$ cat src/rtl/z80_bus_sched_pkg.sv
// zx_bus_pkg: shared types and constants for the Z80 bus scheduler.
//   sched_state_e - bus ownership FSM states (CPU, REQ, GNT, REL)
//   DIV_MIN/DIV_STEP, div_legal() - legality check for the clock divider
package zx_bus_pkg;

    typedef enum logic [1:0] {
        ST_CPU = 2'd0,  // CPU owns the memory port
        ST_REQ = 2'd1,  // busrq_n asserted, waiting for busak_n
        ST_GNT = 2'd2,  // DMA owns the memory port
        ST_REL = 2'd3   // busrq_n released, waiting for CPU to take the bus back
    } sched_state_e;

    localparam int DIV_MIN  = 2;
    localparam int DIV_STEP = 2;

    function automatic bit div_legal(input int div);
        return (div >= DIV_MIN) && ((div % DIV_STEP) == 0);
    endfunction

endpackage

$ cat src/rtl/z80_bus_sched_if.sv
// z80_bus_sched_if: single-strobe memory port shared by CPU and DMA.
//   mem_req   - 1-clk request strobe
//   mem_we    - write qualifier, valid with mem_req
//   mem_addr  - address, held from mem_req to mem_ack
//   mem_wdata - write data, held from mem_req to mem_ack
//   mem_rdata - read data, valid with mem_ack
//   mem_ack   - 1-clk completion
// master: the scheduler; slave: the RAM/ROM arbiter.
interface z80_bus_sched_if #(
    parameter int AW = 16
);
    logic          mem_req;
    logic          mem_we;
    logic [AW-1:0] mem_addr;
    logic [7:0]    mem_wdata;
    logic [7:0]    mem_rdata;
    logic          mem_ack;

    modport master (
        output mem_req, mem_we, mem_addr, mem_wdata,
        input  mem_rdata, mem_ack
    );

    modport slave (
        input  mem_req, mem_we, mem_addr, mem_wdata,
        output mem_rdata, mem_ack
    );
endinterface

$ cat src/rtl/z80_bus_sched_cen_gen.sv
// z80_cen_gen: CPU clock-enable generator.
//   clk, reset_n - system clock, synchronous active-low reset
//   pause        - 1 holds the phase counter and suppresses both enables
//   cen_p        - 1-clk pulse in the clk where the phase is 0
//   cen_n        - 1-clk pulse in the clk where the phase is DIV/2
// Enables are registered and aligned with the phase they announce, so a
// pulse only occurs when the counter actually stepped into that phase.
module z80_cen_gen #(
    parameter int DIV = 4
) (
    input  logic clk,
    input  logic reset_n,
    input  logic pause,
    output logic cen_p,
    output logic cen_n
);
    localparam int PW = (DIV > 2) ? $clog2(DIV) : 1;

    logic [PW-1:0] phase_q, phase_d;
    logic          cen_p_q, cen_p_d;
    logic          cen_n_q, cen_n_d;

    always_comb begin
        phase_d = phase_q;
        cen_p_d = 1'b0;
        cen_n_d = 1'b0;
        if (!pause) begin
            phase_d = (phase_q == PW'(DIV - 1)) ? '0 : phase_q + PW'(1);
            cen_p_d = (phase_d == '0);
            cen_n_d = (phase_d == PW'(DIV / 2));
        end
    end

    always_ff @(posedge clk) begin
        if (!reset_n) begin
            phase_q <= '0;
            cen_p_q <= 1'b0;
            cen_n_q <= 1'b0;
        end else begin
            phase_q <= phase_d;
            cen_p_q <= cen_p_d;
            cen_n_q <= cen_n_d;
        end
    end

    assign cen_p = cen_p_q;
    assign cen_n = cen_n_q;
endmodule

$ cat src/rtl/z80_bus_sched.sv
// z80_bus_sched: sequences the TV80 and shares its memory port with a DMA loader.
//   clk, reset_n, pause        - clock, sync active-low reset, CPU freeze
//   cen_p, cen_n               - CPU clock enables
//   cpu_*                      - CPU bus: strobes/address/data in, read data and
//                                wait out, busrq_n out / busak_n in
//   dma_req/gnt/stb/we/addr/wdata/ack - DMA requester handshake
//   mem                        - shared memory port (master side)
// Exactly one access (CPU or DMA) is outstanding at a time: CPU accesses only
// start in ST_CPU and DMA accesses only in ST_GNT.
module z80_bus_sched
    import zx_bus_pkg::*;
#(
    parameter int DIV = 4,
    parameter int AW  = 16
) (
    input  logic          clk,
    input  logic          reset_n,
    input  logic          pause,
    output logic          cen_p,
    output logic          cen_n,
    input  logic          cpu_mreq_n,
    input  logic          cpu_rd_n,
    input  logic          cpu_wr_n,
    input  logic          cpu_rfsh_n,
    input  logic [AW-1:0] cpu_a,
    input  logic [7:0]    cpu_dout,
    output logic [7:0]    cpu_di,
    output logic          cpu_wait_n,
    output logic          cpu_busrq_n,
    input  logic          cpu_busak_n,
    input  logic          dma_req,
    output logic          dma_gnt,
    input  logic          dma_stb,
    input  logic          dma_we,
    input  logic [AW-1:0] dma_addr,
    input  logic [7:0]    dma_wdata,
    output logic          dma_ack,
    z80_bus_sched_if.master mem
);
    if (!div_legal(DIV)) begin : g_div_chk
        $error("z80_bus_sched: DIV must be even and >= 2");
    end

    z80_cen_gen #(.DIV(DIV)) u_cen (
        .clk     (clk),
        .reset_n (reset_n),
        .pause   (pause),
        .cen_p   (cen_p),
        .cen_n   (cen_n)
    );

    sched_state_e  state_q, state_d;
    logic          busy_q, busy_d;        // CPU access outstanding
    logic          done_q, done_d;        // CPU cycle served, waiting for mreq_n=1
    logic          dma_out_q, dma_out_d;  // DMA access outstanding
    logic          mem_req_q, mem_req_d;
    logic          mem_we_q, mem_we_d;
    logic [AW-1:0] mem_addr_q, mem_addr_d;
    logic [7:0]    mem_wdata_q, mem_wdata_d;
    logic [7:0]    cpu_di_q, cpu_di_d;
    logic          cpu_wait_n_q, cpu_wait_n_d;
    logic          dma_ack_q, dma_ack_d;

    logic cpu_start, dma_issue, ack_cpu, ack_dma;

    assign cpu_start = (state_q == ST_CPU) && !cpu_mreq_n && cpu_rfsh_n &&
                       (!cpu_rd_n || !cpu_wr_n) && !busy_q && !done_q;
    assign dma_issue = (state_q == ST_GNT) && dma_stb && !dma_out_q;
    // Acks with nothing outstanding fall through both of these.
    assign ack_cpu   = mem.mem_ack && busy_q;
    assign ack_dma   = mem.mem_ack && dma_out_q;

    // Datapath / handshake next state
    always_comb begin
        busy_d      = busy_q;
        done_d      = done_q;
        dma_out_d   = dma_out_q;
        mem_req_d   = 1'b0;
        mem_we_d    = mem_we_q;
        mem_addr_d  = mem_addr_q;
        mem_wdata_d = mem_wdata_q;
        cpu_di_d    = cpu_di_q;
        dma_ack_d   = 1'b0;

        if (cpu_start) begin
            mem_req_d   = 1'b1;
            mem_we_d    = !cpu_wr_n;
            mem_addr_d  = cpu_a;
            mem_wdata_d = cpu_dout;
            busy_d      = 1'b1;
        end else if (dma_issue) begin
            mem_req_d   = 1'b1;
            mem_we_d    = dma_we;
            mem_addr_d  = dma_addr;
            mem_wdata_d = dma_wdata;
            dma_out_d   = 1'b1;
        end

        if (ack_cpu) begin
            if (!mem_we_q) cpu_di_d = mem.mem_rdata;
            busy_d = 1'b0;
            done_d = 1'b1;
        end else if (cpu_mreq_n) begin
            done_d = 1'b0;
        end

        if (ack_dma) begin
            dma_ack_d = 1'b1;
            dma_out_d = 1'b0;
        end

        cpu_wait_n_d = !busy_d;
    end

    // Ownership FSM: next state
    always_comb begin
        state_d = state_q;
        case (state_q)
            // A same-clk CPU start wins; REQ follows once its ack is in.
            ST_CPU: if (dma_req && !busy_q && !cpu_start) state_d = ST_REQ;
            ST_REQ: begin
                if (!dma_req)          state_d = ST_REL;
                else if (!cpu_busak_n) state_d = ST_GNT;
            end
            ST_GNT: if (!dma_req && !dma_out_q && !dma_issue) state_d = ST_REL;
            ST_REL: if (cpu_busak_n) state_d = ST_CPU;
            default: state_d = ST_CPU;
        endcase
    end

    // Ownership FSM: outputs
    always_comb begin
        cpu_busrq_n = !((state_q == ST_REQ) || (state_q == ST_GNT));
        dma_gnt     = (state_q == ST_GNT);
    end

    always_ff @(posedge clk) begin
        if (!reset_n) begin
            state_q      <= ST_CPU;
            busy_q       <= 1'b0;
            done_q       <= 1'b0;
            dma_out_q    <= 1'b0;
            mem_req_q    <= 1'b0;
            mem_we_q     <= 1'b0;
            mem_addr_q   <= '0;
            mem_wdata_q  <= '0;
            cpu_di_q     <= 8'hFF;
            cpu_wait_n_q <= 1'b1;
            dma_ack_q    <= 1'b0;
        end else begin
            state_q      <= state_d;
            busy_q       <= busy_d;
            done_q       <= done_d;
            dma_out_q    <= dma_out_d;
            mem_req_q    <= mem_req_d;
            mem_we_q     <= mem_we_d;
            mem_addr_q   <= mem_addr_d;
            mem_wdata_q  <= mem_wdata_d;
            cpu_di_q     <= cpu_di_d;
            cpu_wait_n_q <= cpu_wait_n_d;
            dma_ack_q    <= dma_ack_d;
        end
    end

    assign mem.mem_req   = mem_req_q;
    assign mem.mem_we    = mem_we_q;
    assign mem.mem_addr  = mem_addr_q;
    assign mem.mem_wdata = mem_wdata_q;
    assign cpu_di        = cpu_di_q;
    assign cpu_wait_n    = cpu_wait_n_q;
    assign dma_ack       = dma_ack_q;
endmodule
$ cat src/flat_wrapper.sv
// flat-port wrapper written by rule: the top's interface ports become plain ports
module z80_bus_sched_flat import zx_bus_pkg::*;
#(
    parameter int DIV = 4,
    parameter int AW  = 16
)
  (clk, reset_n, pause, cen_p, cen_n, cpu_mreq_n, cpu_rd_n, cpu_wr_n, cpu_rfsh_n, cpu_a, cpu_dout, cpu_di, cpu_wait_n, cpu_busrq_n, cpu_busak_n, dma_req, dma_gnt, dma_stb, dma_we, dma_addr, dma_wdata, dma_ack, mem_mem_req, mem_mem_we, mem_mem_addr, mem_mem_wdata, mem_mem_rdata, mem_mem_ack);
  z80_bus_sched_if #(.AW(AW)) mem_i ();
  input  logic clk;
  input  logic reset_n;
  input  logic pause;
  output logic cen_p;
  output logic cen_n;
  input  logic cpu_mreq_n;
  input  logic cpu_rd_n;
  input  logic cpu_wr_n;
  input  logic cpu_rfsh_n;
  input  logic [AW-1:0] cpu_a;
  input  logic [7:0] cpu_dout;
  output logic [7:0] cpu_di;
  output logic cpu_wait_n;
  output logic cpu_busrq_n;
  input  logic cpu_busak_n;
  input  logic dma_req;
  output logic dma_gnt;
  input  logic dma_stb;
  input  logic dma_we;
  input  logic [AW-1:0] dma_addr;
  input  logic [7:0] dma_wdata;
  output logic dma_ack;
  output wire logic [$bits(mem_i.mem_req)-1:0] mem_mem_req;
  output wire logic [$bits(mem_i.mem_we)-1:0] mem_mem_we;
  output wire logic [$bits(mem_i.mem_addr)-1:0] mem_mem_addr;
  output wire logic [$bits(mem_i.mem_wdata)-1:0] mem_mem_wdata;
  input wire logic [$bits(mem_i.mem_rdata)-1:0] mem_mem_rdata;
  input wire logic [$bits(mem_i.mem_ack)-1:0] mem_mem_ack;
  assign mem_mem_req = mem_i.mem_req;
  assign mem_mem_we = mem_i.mem_we;
  assign mem_mem_addr = mem_i.mem_addr;
  assign mem_mem_wdata = mem_i.mem_wdata;
  assign mem_i.mem_rdata = mem_mem_rdata;
  assign mem_i.mem_ack = mem_mem_ack;
  z80_bus_sched #(.DIV(DIV), .AW(AW)) u_core (.clk(clk), .reset_n(reset_n), .pause(pause), .cen_p(cen_p), .cen_n(cen_n), .cpu_mreq_n(cpu_mreq_n), .cpu_rd_n(cpu_rd_n), .cpu_wr_n(cpu_wr_n), .cpu_rfsh_n(cpu_rfsh_n), .cpu_a(cpu_a), .cpu_dout(cpu_dout), .cpu_di(cpu_di), .cpu_wait_n(cpu_wait_n), .cpu_busrq_n(cpu_busrq_n), .cpu_busak_n(cpu_busak_n), .dma_req(dma_req), .dma_gnt(dma_gnt), .dma_stb(dma_stb), .dma_we(dma_we), .dma_addr(dma_addr), .dma_wdata(dma_wdata), .dma_ack(dma_ack), .mem(mem_i));
endmodule
$ cat config.mk
export PLATFORM = sky130hd
export DESIGN_NAME = z80_bus_sched_flat
export DESIGN_NICKNAME = d
export VERILOG_FILES = /design/src/rtl/z80_bus_sched_pkg.sv /design/src/rtl/z80_bus_sched_if.sv /design/src/rtl/z80_bus_sched_cen_gen.sv /design/src/rtl/z80_bus_sched.sv /design/src/flat_wrapper.sv
export SDC_FILE = /design/constraint.sdc
export NUM_CORES = 1
export LEC_CHECK = 0
export BUFFER_PORTS_ARGS = -buffer_cell sky130_fd_sc_hd__buf_2
export CORE_ASPECT_RATIO = 0.9
export CORE_MARGIN = 3
export CORE_UTILIZATION = 35
export CTS_CLUSTER_DIAMETER = 50
export DETAILED_ROUTE_END_ITERATION = 8
export PLACE_DENSITY_LB_ADDON = 0.3
export SLEW_MARGIN = 20
export SYNTH_ARGS = -nofsm -noshare
export SYNTH_HDL_FRONTEND = slang
export SYNTH_SLANG_ARGS = --single-unit
export TNS_END_PERCENT = 50
$ cat constraint.sdc
create_clock -name clk -period 1.45 [get_ports clk]
set_input_delay 0.2175 -clock clk [delete_from_list [all_inputs] [get_ports clk]]
set_output_delay 0.2175 -clock clk [all_outputs]
set_load 0.05 [all_outputs]
* After elaboration in Yosys (flattened, before gate mapping)
Index checks and enable logic that the tools add are counted.
** Cells by class
- Shifts and indexed selects :: 0
- Equal/unequal tests :: 9
- $lt $le $gt $ge :: 0
- Bitwise logic cells :: 3
- $add $sub $neg :: 1
- Div/mod/pow operators :: 0
- Reduce and logical (&&, ||, !) cells :: 35
- $mul :: 0
- Muxes and demuxes :: 20
** Operator list (count)
- 2-to-1 mux 16 bit :: 2
- 2-to-1 mux 8 bit :: 2
- logical AND 1 bit :: 13
- 2-to-1 mux 2 bit :: 6
- zero test 1 bit :: 11
- 2-to-1 mux 1 bit :: 9
- equality test 2 bit, second input constant :: 4
- one-hot mux 2 bit (4 select lines) :: 1
- zero test 2 bit :: 2
- inequality test 2 bit, second input constant :: 2
- AND reduction 2 bit :: 2
- AND reduction 4 bit :: 1
- nonzero test 2 bit :: 2
- OR reduction 2 bit :: 2
- inequality test 3 bit, second input constant :: 1
- inverter 1 bit :: 3
- adder 2 x 1 -> 2 bit, second input constant :: 1
- equality test 2 x 1 -> 1 bit, second input constant :: 1
- logical OR 1 bit :: 2
- inequality test 2 x 1 -> 1 bit, second input constant :: 1
** Word-level totals
- Bits in latches :: 0
- Bits in read-only memories :: 0
- Word-level logic and storage cells :: 82
- Memory bits (writable) :: 0
- Memories kept :: 0
- Flip-flop bits (word level) :: 45

* Depth between registers and ports, before layout
Gate-level depths: netlist (run 1).
- Depth in word-level cells :: 10
- Mapped depth :: 8
- Depth with buffers taken out :: 6

* Cells and area by module
From an unflattened synthesis (run 1), not the netlist that was laid out.
** Second synthesis, totals
- Cell total of the unflattened synthesis :: 211
- Area total of the unflattened synthesis :: 2127.0 um^2
** Modules (own cells, without submodules)
- z80_bus_sched :: cells each 195, sequential area each 820.8 um^2, area an instance 1950.6 um^2, times used 1
- z80_cen_gen :: cells each 16, sequential area each 80.1 um^2, area an instance 176.4 um^2, times used 1

* Least setup slack after synthesis (run 1)
Ideal clock, no wire load.
- Path type :: register to register
- Start point :: reg u_core.state_q[0]
- End point :: reg u_core.mem_addr_q[10] (netlist: u_core.mem.mem_addr[10])
- Clock period less this slack :: 1.874 ns
- Setup time :: 0.081 ns
- Path slack :: -0.424 ns
- Cell stages (with the launch flop) :: 8
- Buffers on the path :: 2
- Arrival :: 1.793 ns
- Cell sequence :: dfxtp_1 > inv_1 > ha_1 > nand3b_1 > buf_6 > buf_4 > mux2i_1 > a211oi_2
** On the way
- Elaborated cells between the ends (all ways) :: 11
- Those cells by class :: 1 x eq/ne; 1 x mux; 9 x reduce/logical
** RTL lines
- from (decl) :: line z80_bus_sched.sv:52 : sched_state_e state_q, state_d;
- from (signal assigned) :: line z80_bus_sched.sv:151 : state_q <= state_d;
- equality test 2 bit
- net dma_gnt :: line flat_wrapper.sv:25 : output logic dma_gnt;
- logical AND 1 bit (2 in a row) :: line z80_bus_sched.sv:68 : assign dma_issue = (state_q == ST_GNT) && dma_stb && !dma_out_q;
- nonzero test 2 bit (no source line)
- to (signal assigned) :: line z80_bus_sched.sv:157 : mem_addr_q <= mem_addr_d;
- to (decl) :: line z80_bus_sched.sv:58 : logic [AW-1:0] mem_addr_q, mem_addr_d;
The timed path passes the listed nets, and every way through them passes these cells.
A chain may end at the register's enable or synchronous reset.

* Worst setup path in the final report (run 1)
- Start point :: reg u_core.state_q[1]
- End point :: reg u_core.mem_we_q (netlist: u_core.mem.mem_we)
** On the way
- Word-level cells in the longest chain between the ends :: 7
- Elaborated cells between the ends (all ways) :: 11
- Those cells by class :: 1 x eq/ne; 1 x mux; 9 x reduce/logical
** RTL lines
- zero test 2 bit :: line z80_bus_sched.sv:66 : assign cpu_start = (state_q == ST_CPU) && !cpu_mreq_n && cpu_rfsh_n &&
- logical AND 1 bit (3 in a row) :: line z80_bus_sched.sv:66
- logical AND 1 bit (2 in a row) :: line z80_bus_sched.sv:67 : (!cpu_rd_n || !cpu_wr_n) && !busy_q && !done_q;
- 2-to-1 mux 1 bit / nonzero test 2 bit (equally long branches)
- to (signal assigned) :: line z80_bus_sched.sv:156 : mem_we_q <= mem_we_d;
- to (decl) :: line z80_bus_sched.sv:57 : logic mem_we_q, mem_we_d;
Parallel ways exist; a longest one is shown, timed or not.

==> results.md, run 1 <==
* Status: finished, violations left
* Failing checks: setup timing
* Chip Height at 79.4 µm
* GPL Wtd Cong at 0.750
* Slew HR at 79.2%
* R2r startpoint: u_core.state_q[1]
* Vias in the first global route at 1934
* Tcrit/Tclk final at 104%
* TritonCTS Buffers at 5
* Cell area power density at 1560 nW/µm²
* Setup_tns at -811 ps
* Post-synthesis sequential area ratio at 43.0%
* Crit start category: flop
* DP Cell Count at 395
* Core area at 5730 µm²
* Antenna Nets Post-Route at 0
* Synth async-reset ratio at 0%
* CP Data Arrival Time at 1740 ps
* WHS Path Cells at 3
* Via density per instance at 4.81
* Initial core utilization at 36.6%
* CTS root buf: clkbuf_8
* Synth Register Bits at 45
* WL/cell at 13.9 µm
* Layout Nets at 419
* HP Start: mem_mem_rdata[1]
* Pin count of the biggest net entering global routing at 26
* Peak supply drop at 1280 µV
* Num rows at 26
* Critical Path End Type: flop
* RSZ-0062 raised after global routing: true
* Gr ovfl total at 0
* Fin. max-slew vios at 0
* R2R setup slack at -60 ps
* Capturing point of the worst reg2reg path: u_core.mem.mem_we
* FMAX at 0.663 GHz
* Initial antenna violation count at 0
* FF-to-FF path depth at 7
* Fill cells at 499
* Min-Delay Path Class: input port to flop
* Total power at 5.22 mW
* Worst Max-Slew Pin Slew at 312 ps
* Cells after synthesis at 212
* DRT iter0 DRCs at 41
* Detailed Place HPWL at 3.79 mm
* Antenna diode instance count at 0
* Max_cap viols at 0
* Residual DRC at 0
* Crit-path max FO at 4
* Syn nets at 288
* Clk_lat worst skew at 290 ps
* Share of cells above drive strength 1 at 61.3%
* Die area at 6950 µm²
* Hold Path Sink: u_core.cpu_di[1]
* EDFF count, synth at 0
* Layout Area Growth over Synthesis at 59.9%
* Ys Warns at 0
* Minimum clock period at 1510 ps
* CTS tree: done
* IO Port Bufs at 107
* Die width at 87.6 µm
* Syn Std Cell Area at 2100 µm²
* Clk buf depth at 2
* Worst Slack Setup Final at -58.5 ps
* Sink Count at 45
* Clock-pin slew on the worst setup and hold paths at 80 ps
* Leakage at 1.68 nW
* Critical path class: flop to flop
* I/O pin count at 108
* Final setup fails at 26
* Detailed-route via count at 1992
* Synth cell types at 31
* Crit path required time at 1680 ps
* Synth Area per Inst at 9.89 µm²
* Clock skew after layout at 6.80 ps
* WL final at 5.76 mm
* TritonRoute pass-1 iters at 4
* First-pass GRT wire length at 8.55 mm
* Ys flop type: dfxtp_1
* Final hold vios at 0
* Finished Layout Cells at 414
* H-tree levels at 2
* GR Util All Layers at 15.3%
## layer usage
layer / GRT usage, % / vias up / part of all wire [%]
li1: - / 1003 / -
met3: 3.82 / 6 / 7.7
met5: 0 / - / 0
met1: 19.0 / 914 / 43
met2: 26.5 / 69 / 49
met4: 3.22 / 0 / 0.62
## stage by stage
| stage | hold slack [ps] | area, µm² | setup WS, ps | utilization (%) |
|---|---|---|---|---|
| after floorplan | 294 | 2130 | -26.6 | - |
| after global placement | 424 | 2830 | -70.8 | 49.5 |
| after detailed placement | 432 | 2830 | -92.2 | 49.5 |
| after CTS | 123 | 3030 | -57.8 | 53.0 |
| after global routing | 129 | 3350 | -152 | 58.5 |
| final | 131 | 3350 | -58.5 | 58.5 |
## Yosys cell counts (2+ instances only)
library cell | instances | area [µm²]
a211oi_1 | 2 | 15.0
nor2_1 | 30 | 113
a21oi_1 | 8 | 40.0
and3_1 | 2 | 12.5
nand2_1 | 20 | 75.1
buf_4 | 2 | 15.0
nor3b_1 | 2 | 15.0
a211oi_2 | 24 | 300
buf_2 | 4 | 20.0
clkbuf_1 | 4 | 15.0
dfxtp_1 | 45 | 901
mux2i_1 | 26 | 260
inv_1 | 9 | 33.8
or2_2 | 2 | 12.5
ha_1 | 8 | 100
buf_1 | 2 | 7.51
nand3_1 | 8 | 40.0
## power by group
part           total [mW]  internal, mW  switching (mW)
Sequential           1.59          1.47           0.124
Combinational        2.87          1.20            1.67
Clock               0.760         0.342           0.418
Total                5.22          3.01            2.22
## critical path: stages, from the launching register on
cell	delay [ps]
dfxtp_2	360
buf_6	110
ha_4	140
nand3b_1	180
buf_4	200
mux2i_1	110
mux2_4	280
nor2_4	70
## worst max path at each step
stage                                 start                      end  slack, ps  depth (start not counted)
after CTS                 u_core.state_q[1]  u_core.mem.mem_wdata[5]        -60                          6
after floorplan           u_core.state_q[0]  u_core.mem.mem_wdata[3]        -30                          7
final                     u_core.state_q[1]        u_core.mem.mem_we        -60                          7
after detailed placement  u_core.state_q[1]        u_core.state_q[0]        -90                          6
after global placement    u_core.state_q[0]        u_core.state_q[0]        -70                          6
after global routing      u_core.state_q[1]  u_core.mem.mem_wdata[2]       -150                          7
## cell usage in the layout (no fill, tap or decap), drive strengths merged, types with 2 or more instances in the layout
cell,Yosys,routed
a211oi,26,26
inv,9,9
nand3,8,8
or2,2,2
o21ai,2,2
ha,8,8
mux2i,26,26
nor2,30,30
dfxtp,45,45
and3,2,2
a21oi,8,8
nor3b,2,2
nand2,21,21
buf,9,133
clkbuf,4,11
## what timing repair did
action | CTS | global route
setup buffers | 4 | 0
pin swaps | 6 | 13
gates cloned | 1 | 6
resized for setup | 14 | 53
endpoints found under the hold margin | 0 | 0
hold buffers | 0 | 0
setup endpoints to repair | 29 | 32
## registers in the layout, summed over array words and instances, names as in the netlist
| signal | count |
|---|---|
| u_core.mem.mem_addr | 16 |
| u_core.cpu_wait_n | 1 |
| u_core.u_cen.cen_p | 1 |
| u_core.mem.mem_wdata | 8 |
| u_core.dma_ack | 1 |
| u_core.dma_out_q | 1 |
| u_core.state_q | 2 |
| u_core.u_cen.phase_q | 2 |
| u_core.mem.mem_we | 1 |
| u_core.cpu_di | 8 |
| u_core.busy_q | 1 |
| u_core.u_cen.cen_n | 1 |
| u_core.mem.mem_req | 1 |
| u_core.done_q | 1 |
## area by class of cell
| class | count | area, µm² | share of cell area, % |
|---|---|---|---|
| Multi-Input combinational cell | 145 | 1310 | 39.2 |
| Timing Repair Buffer | 137 | 927 | 27.7 |
| Sequential cell | 45 | 903 | 27.0 |
| Tap cell | 70 | 87.6 | 2.61 |
| Clock buffer | 7 | 76.3 | 2.28 |
| Inverter | 9 | 36.3 | 1.08 |
| Clock inverter | 1 | 7.51 | 0.224 |
## logic make-up (layout without fill, tap and decap cells)
| group | count (synthesis) | after routing | synth area share [%] |
|---|---|---|---|
| simple gates | 70 | 70 | 15.4 |
| fa+ha+maj | 8 | 8 | 4.78 |
| mux | 27 | 27 | 13.0 |
| compound gates | 40 | 40 | 19.0 |
| flops | 45 | 45 | 43.0 |
| buf+inv | 22 | 154 | 4.90 |
Power figures use the tool's default switching activity.
==> run 2: changes to the inputs <==
Settings changed: CORE_ASPECT_RATIO 0.9 to 1.1.
==> run 2 against run 1 <==
The flow still finishes with violations (setup timing). Sequential share of layout area rose by 1.5 points. Combinational power is 2% lower. Cell area shrank 5.3%. Fmax shrank 2.9%. Clock power down 3%. Register-to-register slack got worse by 40 ps. Routed wire length rose by 0.69%. Via count decreased by 2.4%. Global-route usage decreased by 0.34 points. Highest routed layer unchanged.
==> results.md, run 2 (synthesis results as in run 1) <==
* Status: finished, violations left
* Failing checks: setup timing
* Final Cell Area at 3170 µm²
* Hold WS at 130 ps
* Chip Height at 87.2 µm
* Crit path required time at 1620 ps
* Switching Share at 42.3%
* CTS hold repair buffers at 0
* Tcrit/Tclk final at 107%
* Detailed Place HPWL at 3.68 mm
* HP Start: mem_mem_rdata[0]
* Sink Count at 45
* Share of cells above drive strength 1 at 56.1%
* FMAX at 0.644 GHz
* Max_cap viols at 0
* Cell area power density at 1620 nW/µm²
* CTS tree: done
* Crit start category: flop
* R2r startpoint: u_core.state_q[1]
* WHS Path Cells at 3
* Crit path buffers/inverters at 3
* Detailed-route via count at 1944
* Register area at 903 µm²
* Die area at 6950 µm²
* Worst path slowest cell: dfxtp_2
* Top cell by count, worst path: buf_6
* CP Depth at 7
* DRT iter0 DRCs at 51
* Clock skew after layout at 3.78 ps
* Residual DRC at 0
* First-pass GRT wire length at 8.31 mm
* R2R setup slack at -100 ps
* Worst Max-Slew Pin Slew at 510 ps
* RSZ-0062 raised after global routing: true
* Clk buf depth at 2
* Fin. max-slew vios at 0
* CTS root buf: clkbuf_8
* WL/cell at 14.1 µm
* TritonCTS Buffers at 5
* Most frequent cells in the layout: buf_2, dfxtp_1, a211oi_2
* Initial antenna violation count at 0
* Most common cell after layout, fill and taps aside: buf_2
* Leakage at 1.60 nW
* Antenna diode instance count at 0
* GR Util All Layers at 14.9%
* Gr ovfl total at 0
* Crit-path max FO at 5
* Placed inst area at 2800 µm²
* WL final at 5.80 mm
* Hold Path Sink: u_core.cpu_di[0]
* Capturing point of the worst reg2reg path: u_core.mem.mem_wdata[1]
* Worst Slack Setup Final at -103 ps
* Fill cells at 505
* Vias in the first global route at 1906
* Critical path class: flop to flop
* Antenna Nets Post-Route at 0
* Register share of total power at 31.2%
* CP top delay family: buffers and inverters
* Clock share of power at 14.4%
* Setup_tns at -1130 ps
* IO Port Bufs at 107
* FF-to-FF path depth at 7
* Via density per instance at 4.74
* CP Data Arrival Time at 1720 ps
* Internal at 2.96 mW
* Critical Path End Type: flop
* TritonRoute pass-1 iters at 4
* Pin count of the biggest net entering global routing at 48
* Cell Chain, Critical Path: buf_6 -> ha_4 -> nand3b_1 -> buf_6 -> clkbuf_16 -> mux2i_1 -> a211oi_2
* Slew HR at 65.9%
* Core area at 5570 µm²
* H-tree levels at 2
* Initial core utilization at 37.6%
* Minimum clock period at 1550 ps
* Total power at 5.14 mW
* Num rows at 28
* Die width at 79.8 µm
* Final setup fails at 27
* NetSw at 2.17 mW
* Final hold vios at 0
* Crit path largest cell delay at 340 ps
* Footprint of the multi-input gates at 1220 µm²
* GPL Wtd Cong at 0.811
* Clock-pin slew on the worst setup and hold paths at 80 ps
* Layout Nets at 410
* Peak supply drop at 801 µV
* Layout Area Growth over Synthesis at 51.4%
* I/O pin count at 108
* Power share of the combinational group at 54.4%
* Max reg flops at 16
* Min-Delay Path Class: input port to flop
* Clk_lat worst skew at 290 ps
[run 2: stage by stage]
stage	instances	util [%]	setup WS (ps)
finish	410	57.0	-103
global route	410	57.0	-179
CTS	402	52.5	-74.8
detailed placement	393	50.2	-89.3
global placement	393	50.2	-58.3
floorplan	212	-	-26.6
[run 2: area by class of cell]
type,instances,area share [%]
multi-input cells,145,38.4
repair buffers,128,26.5
inverters,9,1.14
clock buffers,8,2.52
flip-flops and latches,45,28.5
well taps,75,2.96
[run 2: how the worst max path moves through the flow]
stage,startpoint,end
6_report,u_core.state_q[1],u_core.mem.mem_wdata[1]
5_1_grt,u_core.state_q[0],u_core.mem.mem_addr[8]
2_1_floorplan,u_core.state_q[0],u_core.mem.mem_wdata[3]
4_1_cts,u_core.state_q[1],u_core.mem.mem_addr[8]
3_5_place_dp,u_core.state_q[1],u_core.state_q[1]
3_3_place_gp,u_core.state_q[1],u_core.state_q[1]
[run 2: layer usage]
layer  GRT usage [%]  share of wire, %  vias up  routed length (µm)
met5               0                 0        -                   0
li1                -                 -      981                   -
met4            4.92              0.95        0                  55
met2            26.3                48       75                2770
met1            16.5                42      882                2430
met3            5.59               9.5        6                 549
[run 2: power groups by stage]
stage | Combinational, mW | Clock (mW) | Sequential [mW]
6_report | 2.80 | 0.741 | 1.60
5_1_grt | 2.97 | 0.827 | 1.63
4_1_cts | 2.46 | 0.778 | 1.58
3_5_place_dp | 2.33 | 0 | 1.60
3_3_place_gp | 2.29 | 0 | 1.60
2_1_floorplan | 1.09 | 0 | 2.26
[run 2: what timing repair did]
item	CTS	global route
cloned	0	5
pin swaps	1	1
setup buffers	1	3
endpoints found under the setup margin	27	30
gates resized for setup	8	32
[run 2: worst min-delay path: cells and delay by family]
kind | cells | cell delay [ps]
AND/OR/NAND/NOR | 2 | 100
buffers and inverters | 1 | 70
==> run 3: changes to the inputs <==
Settings changed: CORE_ASPECT_RATIO 1.1 to not set.
==> run 3 against run 2 <==
The flow still finishes with violations (setup timing). Core utilization increased by 0.77 points. Worst setup slack worse by 64 ps. Sequential power about the same. Global-route usage up 0.25 points. Worst hold slack got worse by 1.5 ps. Fmax decreased by 4.0%. Cell area grew 2.6%. Routed wire length shrank 2.7%. Register-to-register slack lost 60 ps. Flip-flop and latch count unchanged. Critical path type unchanged. Critical endpoint is now u_core.mem.mem_wdata[5]. Largest cell class unchanged.
==> results.md, run 3 (synthesis results as in run 1) <==
* Gr ovfl total at 0
* Clock share of power at 14.9%
* Worst Max-Slew Pin Slew at 347 ps
* Share of cells above drive strength 1 at 60.1%
* Place WS at -49.2 ps
* Leakage at 1.64 nW
* Via density per instance at 4.77
* R2r startpoint: u_core.state_q[0]
* Core area at 5640 µm²
* R2R setup slack at -170 ps
* Residual DRC at 0
* Max_cap viols at 0
* Critical path class: flop to flop
* I/O pin count at 108
* Initial core utilization at 37.1%
* Min-Delay Path Class: input port to flop
* GR Util All Layers at 15.2%
* TritonRoute pass-1 iters at 4
* Status: finished, violations left
* Max reg flops at 16
* Critical Path End Type: flop
* TritonCTS Buffers at 5
* Switching Share at 41.7%
* Crit path largest cell delay at 380 ps
* Clk buf depth at 2
* WL/cell at 13.8 µm
* FMAX at 0.618 GHz
* Failing checks: setup timing
* Crit path buffers/inverters at 4
* First-pass GRT wire length at 8.85 mm
* Antenna diode instance count at 0
* Footprint of the multi-input gates at 1240 µm²
* CTS root buf: clkbuf_8
* CP Data Arrival Time at 1800 ps
* Layout Nets at 414
* Vias in the first global route at 1904
* Worst path slowest cell: dfxtp_4
* Post-layout util at 57.7%
* Cell area power density at 1600 nW/µm²
* Most common cell after layout, fill and taps aside: buf_2
* Worst setup path start: u_core.state_q[0]
* Clock skew after layout at 5.82 ps
* Cell Chain, Critical Path: inv_6 -> buf_12 -> ha_4 -> nand3b_1 -> buf_6 -> buf_4 -> mux2i_2 -> a211oi_2
* Peak supply drop at 986 µV
* HP Start: mem_mem_rdata[7]
* CTS hold repair buffers at 0
* Slew HR at 76.8%
* Fin. max-slew vios at 0
* Most frequent cells in the layout: buf_2, dfxtp_1, a211oi_2
* Sink Count at 45
* IO Port Bufs at 107
* GPL Wtd Cong at 0.765
* Num rows at 27
* Initial antenna violation count at 0
* Power share of the combinational group at 54.2%
* Die width at 83.4 µm
* Pin count of the biggest net entering global routing at 34
* Register area at 906 µm²
* Chip Height at 83.4 µm
* WL final at 5.64 mm
* RSZ-0062 raised after global routing: true
* Final setup fails at 27
* Crit start category: flop
* Clk_lat worst skew at 290 ps
* Clock-pin slew on the worst setup and hold paths at 80 ps
* Tcrit/Tclk final at 112%
* Worst Slack Setup Final at -167 ps
* Crit path required time at 1630 ps
* Internal at 3.03 mW
* Layout Area Growth over Synthesis at 55.4%
* Die area at 6950 µm²
* Detailed Place HPWL at 3.77 mm
* Register share of total power at 30.9%
* Detailed-route via count at 1954
* Fill cells at 503
* NetSw at 2.17 mW
* Antenna Nets Post-Route at 0
* Total power at 5.20 mW
* CP top delay family: buffers and inverters
* Final hold vios at 0
* H-tree levels at 2
* Hold WS at 129 ps
* Minimum clock period at 1620 ps
* Crit-path max FO at 7
* DRT iter0 DRCs at 35
* CTS tree: done
[run 3: cell count changes in the layout (fill, tap and decap cells not counted), moves of 2 or more]
cell | previous run | this run
nor2_2 | 11 | 19
nor2_1 | 19 | 5
clkbuf_1 | 3 | 1
nor2_4 | 0 | 6
buf_4 | 9 | 12
buf_12 | 4 | 6
[run 3: per-layer routing]
layer	routed length, µm	global-route usage (%)
met3	506	5.95
met5	0	0
met1	2600	19.8
met2	2500	23.5
met4	38	3.57
[run 3: path summary, 6_finish.rpt]
| kind | to | depth (start not counted) |
|---|---|---|
| setup / recovery | u_core.mem.mem_wdata[5] | 8 |
| hold / removal | u_core.cpu_di[7] | 3 |
| setup reg to reg | u_core.mem.mem_wdata[5] | 8 |
| hold reg to reg | u_core.cpu_di[2] | 2 |
[run 3: power by group through the flow]
stage | Clock, mW | Sequential (mW) | Combinational [mW]
floorplan | 0 | 2.26 | 1.09
global route | 0.841 | 1.64 | 2.99
detailed placement | 0 | 1.61 | 2.37
CTS | 0.808 | 1.59 | 2.57
global placement | 0 | 1.60 | 2.34
finish | 0.775 | 1.61 | 2.82
[run 3: final cells by class]
type	count	share of cell area, %
Clock buffer	7	2.65
Timing Repair Buffer	132	27.5
Multi-Input combinational cell	145	38.1
Inverter	9	1.19
Tap cell	72	2.77
Sequential cell	45	27.8
[run 3: worst register-to-register path, delay by kind of cell (launching register included)]
| kind | cells | cell delay, ps |
|---|---|---|
| flip-flops | 1 | 380 |
| buffers and inverters | 4 | 500 |
| adder cells (fa/ha/maj) | 1 | 160 |
| AND/OR/NAND/NOR | 1 | 100 |
| AO/OA/AOI/OAI | 1 | 100 |
| multiplexers | 1 | 280 |
[run 3: stage by stage]
stage               cell area [µm²]  setup TNS [ps]  cells
floorplan                      2130            -258    212
CTS                            3070           -1030    405
global route                   3260           -4750    410
detailed placement             2830            -941    393
global placement               2830           -56.2    393
finish                         3260           -2330    410
[run 3: what timing repair did]
action | CTS | global route
setup buffers | 4 | 2
endpoints found under the hold margin | 0 | 0
resized for setup | 26 | 28
gates cloned | 1 | 4
pin swaps | 5 | 11
setup endpoints to repair | 28 | 31
